$ cat config.mk
export PLATFORM = sky130hd
export DESIGN_NAME = eth_tx_sched
export DESIGN_NICKNAME = d
export VERILOG_FILES = /design/src/rtl/eth_sched_pkg.sv /design/src/rtl/eth_pulse_timer.sv /design/src/rtl/eth_tx_sched.sv
export SDC_FILE = /design/constraint.sdc
export NUM_CORES = 1
export LEC_CHECK = 0
export BUFFER_PORTS_ARGS = -buffer_cell sky130_fd_sc_hd__buf_2
export CAP_MARGIN = 20
export CELL_PAD_IN_SITES_DETAIL_PLACEMENT = 0
export CELL_PAD_IN_SITES_GLOBAL_PLACEMENT = 1
export CORE_ASPECT_RATIO = 0.6
export CORE_UTILIZATION = 33
export DETAILED_ROUTE_END_ITERATION = 8
export GPL_TIMING_DRIVEN = 0
export PLACE_DENSITY = 0.62
export SETUP_SLACK_MARGIN = 0.05
export SYNTH_ARGS = -nofsm -noshare
export SYNTH_HDL_FRONTEND = slang
export SYNTH_HIERARCHICAL = 1
export SYNTH_SLANG_ARGS = --single-unit
$ cat constraint.sdc
create_clock -name clk -period 3.45 [get_ports clk]
set_input_delay 0.345 -clock clk [delete_from_list [all_inputs] [get_ports clk]]
set_output_delay 0.345 -clock clk [all_outputs]
set_load 0.05 [all_outputs]
$ cat src/rtl/eth_sched_pkg.sv
// Shared definitions for the 10BASE-T transmit-line scheduler:
// state codes, default timing constants and counter sizing helpers.
package eth_sched_pkg;

  localparam int unsigned DEF_CLK_FREQ   = 50000000;
  localparam int unsigned DEF_NLP_PERIOD = 800000;
  localparam int unsigned DEF_NLP_WIDTH  = 5;
  localparam int unsigned DEF_IPG        = 480;
  localparam int unsigned DEF_MAX_FRAME  = 61040;

  localparam logic [1:0] ST_IDLE  = 2'd0;
  localparam logic [1:0] ST_NLP   = 2'd1;
  localparam logic [1:0] ST_FRAME = 2'd2;
  localparam logic [1:0] ST_GAP   = 2'd3;

  // Bits needed to hold values 0..max_val (at least one bit).
  function automatic int unsigned cnt_w(input int unsigned max_val);
    return (max_val < 2) ? 1 : $clog2(max_val + 1);
  endfunction

  function automatic int unsigned umax(input int unsigned a, input int unsigned b);
    return (a > b) ? a : b;
  endfunction

endpackage

$ cat src/rtl/eth_pulse_timer.sv
// Loadable down-counter: load sets the count, it then decrements to zero
// and rests there. done is high whenever the count is zero, so a load of
// N-1 yields exactly N cycles before done is seen.
module eth_pulse_timer #(
  parameter int unsigned CNT_W = 8
) (
  input  logic             clk,
  input  logic             rst,
  input  logic             load,
  input  logic [CNT_W-1:0] load_val,
  output logic             done
);

  logic [CNT_W-1:0] count_q;
  logic [CNT_W-1:0] count_d;

  // Next count: load wins, otherwise count down and hold at zero.
  always_comb begin
    count_d = count_q;
    if (load) begin
      count_d = load_val;
    end else if (count_q != '0) begin
      count_d = count_q - 1'b1;
    end
  end

  // Count register.
  always_ff @(posedge clk or posedge rst) begin
    if (rst) begin
      count_q <= '0;
    end else begin
      count_q <= count_d;
    end
  end

  assign done = (count_q == '0);

endmodule

$ cat src/rtl/eth_tx_sched.sv
// 10BASE-T TX line scheduler: arbitrates the line between NLP generation
// and frame transmission, inserting an inter-packet gap after each.
// Optional frame watchdog enabled by defining ETH_SCHED_WDOG_EN.
module eth_tx_sched
  import eth_sched_pkg::*;
#(
  parameter int unsigned clk_freq   = DEF_CLK_FREQ,
  parameter int unsigned NLP_PERIOD = DEF_NLP_PERIOD,
  parameter int unsigned NLP_WIDTH  = DEF_NLP_WIDTH,
  parameter int unsigned IPG        = DEF_IPG,
  parameter int unsigned MAX_FRAME  = DEF_MAX_FRAME
) (
  input  logic clk,
  input  logic rst,
  input  logic frame_req,
  input  logic frame_done,
  output logic frame_gnt,
  output logic nlp_tx,
  output logic tx_en,
  output logic frame_abort
);

  localparam int unsigned IC_W = cnt_w(NLP_PERIOD);
  localparam logic [IC_W-1:0] IC_MAX = IC_W'(NLP_PERIOD);
`ifdef ETH_SCHED_WDOG_EN
  localparam int unsigned TMR_MAX = umax(umax(NLP_WIDTH - 1, IPG - 1), MAX_FRAME - 1);
`else
  localparam int unsigned TMR_MAX = umax(NLP_WIDTH - 1, IPG - 1);
`endif
  localparam int unsigned TMR_W = cnt_w(TMR_MAX);

  // Timing sanity: an NLP plus its gap must fit inside one NLP period,
  // otherwise the NLP spacing could not be honoured.
  if (NLP_WIDTH + IPG >= NLP_PERIOD) begin : g_bad_period
    $error("eth_tx_sched: NLP_WIDTH + IPG must be less than NLP_PERIOD");
  end
  if (NLP_WIDTH == 0 || IPG == 0 || MAX_FRAME == 0 || clk_freq == 0) begin : g_bad_zero
    $error("eth_tx_sched: timing parameters must be non-zero");
  end

  logic [1:0]      state_q, state_d;
  logic [IC_W-1:0] idle_cnt_q, idle_cnt_d;
  logic            gnt_q, gnt_d;
  logic            nlp_q, nlp_d;
  logic            tx_en_q, tx_en_d;
  logic            tmr_load;
  logic [TMR_W-1:0] tmr_val;
  logic            tmr_done;
  logic            nlp_due;

  // NLP is due one cycle early so the pulse starts exactly NLP_PERIOD apart.
  assign nlp_due = (idle_cnt_q >= IC_W'(NLP_PERIOD - 1));

  // One timer serves the NLP width, the gap and (optionally) the watchdog;
  // these phases never overlap.
  eth_pulse_timer #(
    .CNT_W (TMR_W)
  ) u_timer (
    .clk      (clk),
    .rst      (rst),
    .load     (tmr_load),
    .load_val (tmr_val),
    .done     (tmr_done)
  );

`ifdef ETH_SCHED_WDOG_EN
  logic abort_q, abort_d;
`endif

  // Next-state, idle counter, timer control and registered-output decode.
  always_comb begin
    state_d    = state_q;
    idle_cnt_d = (idle_cnt_q == IC_MAX) ? idle_cnt_q : idle_cnt_q + 1'b1;
    tmr_load   = 1'b0;
    tmr_val    = '0;
`ifdef ETH_SCHED_WDOG_EN
    abort_d    = 1'b0;
`endif
    case (state_q)
      ST_IDLE: begin
        if (nlp_due) begin
          state_d    = ST_NLP;
          idle_cnt_d = '0;
          tmr_load   = 1'b1;
          tmr_val    = TMR_W'(NLP_WIDTH - 1);
        end else if (frame_req) begin
          state_d    = ST_FRAME;
          idle_cnt_d = '0;
`ifdef ETH_SCHED_WDOG_EN
          tmr_load   = 1'b1;
          tmr_val    = TMR_W'(MAX_FRAME - 1);
`endif
        end
      end
      ST_NLP: begin
        if (tmr_done) begin
          state_d  = ST_GAP;
          tmr_load = 1'b1;
          tmr_val  = TMR_W'(IPG - 1);
        end
      end
      ST_FRAME: begin
        // The NLP period is measured from the end of the frame.
        idle_cnt_d = '0;
        if (frame_done) begin
          state_d  = ST_GAP;
          tmr_load = 1'b1;
          tmr_val  = TMR_W'(IPG - 1);
`ifdef ETH_SCHED_WDOG_EN
        end else if (tmr_done) begin
          state_d  = ST_GAP;
          tmr_load = 1'b1;
          tmr_val  = TMR_W'(IPG - 1);
          abort_d  = 1'b1;
`endif
        end
      end
      ST_GAP: begin
        if (tmr_done) begin
          state_d = ST_IDLE;
        end
      end
      default: begin
        state_d = ST_IDLE;
      end
    endcase
    gnt_d   = (state_d == ST_FRAME);
    nlp_d   = (state_d == ST_NLP);
    tx_en_d = gnt_d | nlp_d;
  end

  // State, idle counter and output registers.
  always_ff @(posedge clk or posedge rst) begin
    if (rst) begin
      state_q    <= ST_IDLE;
      idle_cnt_q <= '0;
      gnt_q      <= 1'b0;
      nlp_q      <= 1'b0;
      tx_en_q    <= 1'b0;
    end else begin
      state_q    <= state_d;
      idle_cnt_q <= idle_cnt_d;
      gnt_q      <= gnt_d;
      nlp_q      <= nlp_d;
      tx_en_q    <= tx_en_d;
    end
  end

`ifdef ETH_SCHED_WDOG_EN
  // Watchdog abort pulse register.
  always_ff @(posedge clk or posedge rst) begin
    if (rst) begin
      abort_q <= 1'b0;
    end else begin
      abort_q <= abort_d;
    end
  end
  assign frame_abort = abort_q;
`else
  assign frame_abort = 1'b0;
`endif

  assign frame_gnt = gnt_q;
  assign nlp_tx    = nlp_q;
  assign tx_en     = tx_en_q;

endmodule

Word-level counts from Yosys, hierarchy flattened

Cells that the tools add are included.
Widths: inputs -> output; s select.

Bits in registers: 34
Latch bits: 0
Bits in writable memories: 0
Memory bits (read-only): 0
Bits of input ports: 4
Output and inout bits: 4
Memories: 0

Add/sub/neg operators: 2
$mul: 0
Div/mod/pow operators: 0
Magnitude comparators: 1
Equal/unequal tests: 6
Shift operators: 0
Multiplexer cells: 20
Bitwise gates (word level): 1
Reductions and logical operators: 4

Operators with widths:

| kind                  | number |
|---|---|
| $mux 20               | 3 |
| $pmux 20 s2           | 1 |
| $mux 9                | 4 |
| $pmux 9 s3            | 1 |
| $add 20x1->20 const B | 1 |
| $eq 20x20->1 const B  | 1 |
| $ge 20x20->1 const B  | 1 |
| $mux 2                | 5 |
| $logic_not 9->1       | 1 |
| $reduce_bool 9->1     | 1 |
| $sub 9x1->9 const B   | 1 |
| $pmux 2 s4            | 1 |
| $eq 2x2->1 const B    | 3 |
| $eq 2x1->1 const B    | 2 |
| $mux 1                | 3 |
| $mux 3                | 1 |
| $pmux 1 s3            | 1 |
| $logic_not 2->1       | 1 |
| $reduce_bool 2->1     | 1 |
| $or 1x1->1            | 1 |

Longest topological paths before layout

Depth in word-level cells: 5
Mapped depth: 12
Mapped depth without buffers: 10

Modules after synthesis

Netlist, hierarchy kept.

By module, submodules not included:

| module          | times used | cells each | area each (µm²) | seq. area each (µm²) |
|---|---|---|---|---|
| eth_tx_sched    | 1          | 140        | 1337.5          | 625.6 |
| eth_pulse_timer | 1          | 63         | 555.5           | 225.2 |

Least setup slack after synthesis

OpenSTA, ideal clock, no wires.

Kind: register to register
From: register idle_cnt_q[14]
To: register u_timer.count_q[7]
Setup time: 124 ps
Arrival time: 2862 ps
Path slack: 464 ps
Stages on the path, launching flop included: 10
Period minus slack after synthesis: 2986 ps
Path through: dfrtp_1 > or4_1 > or4_4 > or4_4 > nand2_1 > a21o_1 > buf_1 > nor4_1 > o2111a_1 > a211o_1

Longest elaborated chain between the ends: 4
Elaborated cells on any way between the ends: 5
Classes of those cells: 1 x order compare; 3 x mux; 1 x reduce/logical

Ends and longest elaborated chain:

| item                                               | RTL line              | text |
|---|---|---|
| start, declared                                    | eth_tx_sched.sv:42    | `logic [IC_W-1:0] idle_cnt_q, idle_cnt_d;` |
| start signal, assigned                             | eth_tx_sched.sv:142   | `idle_cnt_q <= idle_cnt_d;` |
| $ge 20x20->1 *                                     | eth_tx_sched.sv:52    | `assign nlp_due = (idle_cnt_q >= IC_W'(NLP_PERIOD - 1));` |
| $mux 1 *                                           | eth_tx_sched.sv:81    | `if (nlp_due) begin` |
| $pmux 1 s3 *                                       | eth_tx_sched.sv:79    | `case (state_q)` |
| named net tmr_load                                 | eth_tx_sched.sv:46    | `logic tmr_load;` |
| $mux 9 / $reduce_bool 2->1 (equally long branches) | --                    |  |
| end signal, assigned                               | eth_pulse_timer.sv:32 | `count_q <= count_d;` |
| end, declared                                      | eth_pulse_timer.sv:14 | `logic [CNT_W-1:0] count_q;` |

Mark *: on every way through the listed nets, which the timed path passes. The rest lies on a longest branch.
A chain may end at the register's enable or synchronous reset.

Final worst setup path

Ends and elaborated chain as after synthesis.

==> reports/metrics.csv <==
stage;metric;value;unit
sta;setup violators final;0;
sta;final worst-path cycle share;94.78;%
final_layout;commonest non-fill, non-tap cell in the layout;dfrtp_1;
setup_path;worst setup path class;flop to flop;
yosys;mapped cell area;0.001893;mm²
setup_path;cell at the slowest stage of the critical path;or4_1;
setup_path;CP max stage delay;0.60;ns
cts;root buffer cell;clkbuf_8;
routing;Avg WL per Cell;13.52;µm
routing;Iteration-0 DRC Markers;84;
routing;Post-route DRC;0;
final_layout;Fill cells;526;
routing;Post-Route WL;4002;µm
sta;Hold WS;0.02952;ns
cts;H-tree Lvls;2;
global_routing;pin count of the biggest net entering global routing;26;
floorplan;die width;99.78;µm
power;power per standard cell area;338.1;mW/mm²
final_layout;antenna cell count;0;
floorplan;core area;0.005280;mm²
setup_path;crit path cell chain;or4_1 > or4_4 > or4_4 > nand2_1 > a21o_1 > buf_1 > nor4_1 > o2111a_1 > a211o_1;
cts;later-pin clock latency in the skew report;0.28;ns
yosys;asr flop ratio synth;100.0;%
setup_path;crit start category;flop;
outcome;status;finished clean;
sta;Final Slew Violations;0;
cts;clock buffer depth;2;
routing;remaining antenna violation count;0;
sta;final hold violation count;0;
final_layout;synthesis-to-layout area growth;13.15;%
sta;max_slew headroom;53.28;%
yosys;Post-synth EDFFs;0;
global_routing;number of global-route vias before repair;1431;
setup_path;Max FO, Critical Path;8;
cts;Post-CTS Setup Bufs;0;
yosys;Distinct cells, synth;47;
floorplan;Die Footprint;0.006054;mm²
global_routing;Tot GR Track Use;14.86;%
routing;Vias;1483;
setup_path;critical path arrival;3.45;ns
placed_design;RePlAce Congestion;0.7851;
power;Peak VDD IR;144.5;µV
power;Leakage;0.8619;nW
cts;CTS buffer count;5;
job;max-cap violations;0;
yosys;Post-Syn Area per Cell;9.325;µm²
cts;CTS tree;done;
final_layout;layout cells sized above 1;13.70;%
global_routing;first-pass GRT wire length;6755;µm
yosys;predominant post-synthesis flop cell;dfrtp_1;
setup_path;CP Capture Type;flop;
floorplan;Ports;8;
yosys;sequential cell area fraction in the yosys report;44.94;%
floorplan;initial core utilization;35.85;%
cts;clock tree sinks;34;
setup_path;most frequent CP cell;or4_4;
global_routing;initial antenna violation count;0;
yosys;#FFs+latches synth;34;
global_routing;grt ovf;0;
routing;drt first pass iters;4;
cts;clock slew at reported path FFs;0.07;ns
final_layout;fin nets;227;
power;total power;0.7242;mW
sta;Tightest Pin Transition;0.6910;ns
floorplan;die height;60.67;µm
yosys;synth warn;6;
placed_design;DPL Wire Length;2906;µm
sta;fin crit period;3.270;ns
sta;Fmax achieved;305.8;MHz
routing;vias per inst;5.010;
yosys;Post-Synthesis Cells;203;
sta;RSZ-0062 raised after global routing;no;
floorplan;FP Rows;20;
placed_design;Port Buffer Count;6;
setup_path;Worst Path Required;3.62;ns
final_layout;commonest non-fill, non-tap cells in the layout;34 x dfrtp_1, 32 x nor2_1, 18 x nand2_1, 14 x inv_1, 14 x xnor2_1;
worst_hold_path;worst hold path class;input pin to asynchronous set/reset pin;
sta;skew final;0.008042;ns
[logic make-up (layout without fill, tap and decap cells)]
logic type,after synthesis,in the layout,share of synthesized area [%]
mux,1,1,0.5288
simple gates,90,90,24.32
xor+xnor,21,21,9.716
other cells,1,2,0.1981
flops,34,34,44.94
buf+inv,21,36,5.419
fa+ha+maj,5,5,3.305
compound gates,30,30,11.57
[report_power, final]
| part | internal (mW) | leakage (nW) | switching [mW] |
|---|---|---|---|
| logic | 0.00503 | 0.393 | 0.0131 |
| registers | 0.400 | 0.421 | 0.00197 |
| clock network | 0.161 | 0.0482 | 0.143 |
[state kept, by name, summed over array words and instances (netlist names)]
register / flops
frame_gnt: 1
u_timer/count_q: 9
nlp_tx: 1
tx_en: 1
idle_cnt_q: 20
state_q: 2
[critical path: cells and delay by family, from the launching register on]
kind                   cells  cell delay [ns]
AOI/OAI and AO/OA          3             0.55
and+or+nand+nor            5             1.89
DFF                        1             0.43
buffers and inverters      1             0.28
[final timing paths]
check | start | end | slack [ns] | cells after the start
setup reg to reg | idle_cnt_q[14] | u_timer/count_q[7] | 0.18 | 9
setup / recovery | idle_cnt_q[14] | u_timer/count_q[7] | 0.18 | 9
max in group asynchronous | rst | idle_cnt_q[7] | 2.89 | 3
hold reg to reg | idle_cnt_q[17] | idle_cnt_q[17] | 0.57 | 2
hold / removal | rst | u_timer/count_q[7] | 0.03 | 2
min in group clk | frame_req | state_q[1] | 0.41 | 3
[metrics by stage]
step	area [µm²]	instances	TNS (ns)	setup WS (ns)	util [%]
finish	2142	296	0	0.1800	40.57
global placement	2023	287	-1.324	-0.1860	38.32
detailed placement	2023	287	-1.534	-0.2322	38.32
CTS	2118	295	0	0.1124	40.12
global route	2142	296	0	0.07105	40.57
floorplan	1897	204	0	0.4636	-
[layer usage]
layer / wire, µm / vias up / track usage (%)
met5: 0 / - / 0
met2: 1700 / 21 / 21.87
met1: 2160 / 724 / 20.72
li1: - / 736 / -
met3: 125 / 2 / 4.378
met4: 15 / 0 / 5.882
[layout make-up]
class	count	area, µm²	area share, %
clock buffer	7	86.33	4.030
buffer	7	51.30	2.395
clock inverter	1	5.005	0.2336
timing repair buffer	7	45.04	2.103
tap	77	96.34	4.498
inverter	14	52.55	2.453
sequential	34	850.8	39.72
multi-input combinational	149	954.7	44.57
[repair_timing]
action / CTS / global route
hold buffers: 0 / 0
gates resized for setup: 2 / 3
setup endpoints to repair: 9 / 7
[Yosys cell counts, types with 5 or more instances]
| cell type | n | area (µm²) |
|---|---|---|
| nand4_1 | 5 | 31.28 |
| dfrtp_1 | 34 | 850.8 |
| nand2_1 | 18 | 67.56 |
| xor2_1 | 7 | 61.31 |
| nand3_1 | 7 | 35.03 |
| nor3_1 | 5 | 25.02 |
| xnor2_1 | 14 | 122.6 |
| ha_1 | 5 | 62.56 |
| o21ai_0 | 7 | 35.03 |
| nor4_1 | 6 | 37.54 |
| inv_1 | 14 | 52.55 |
| nor2_1 | 32 | 120.1 |
Power figures use the tool's default switching activity.
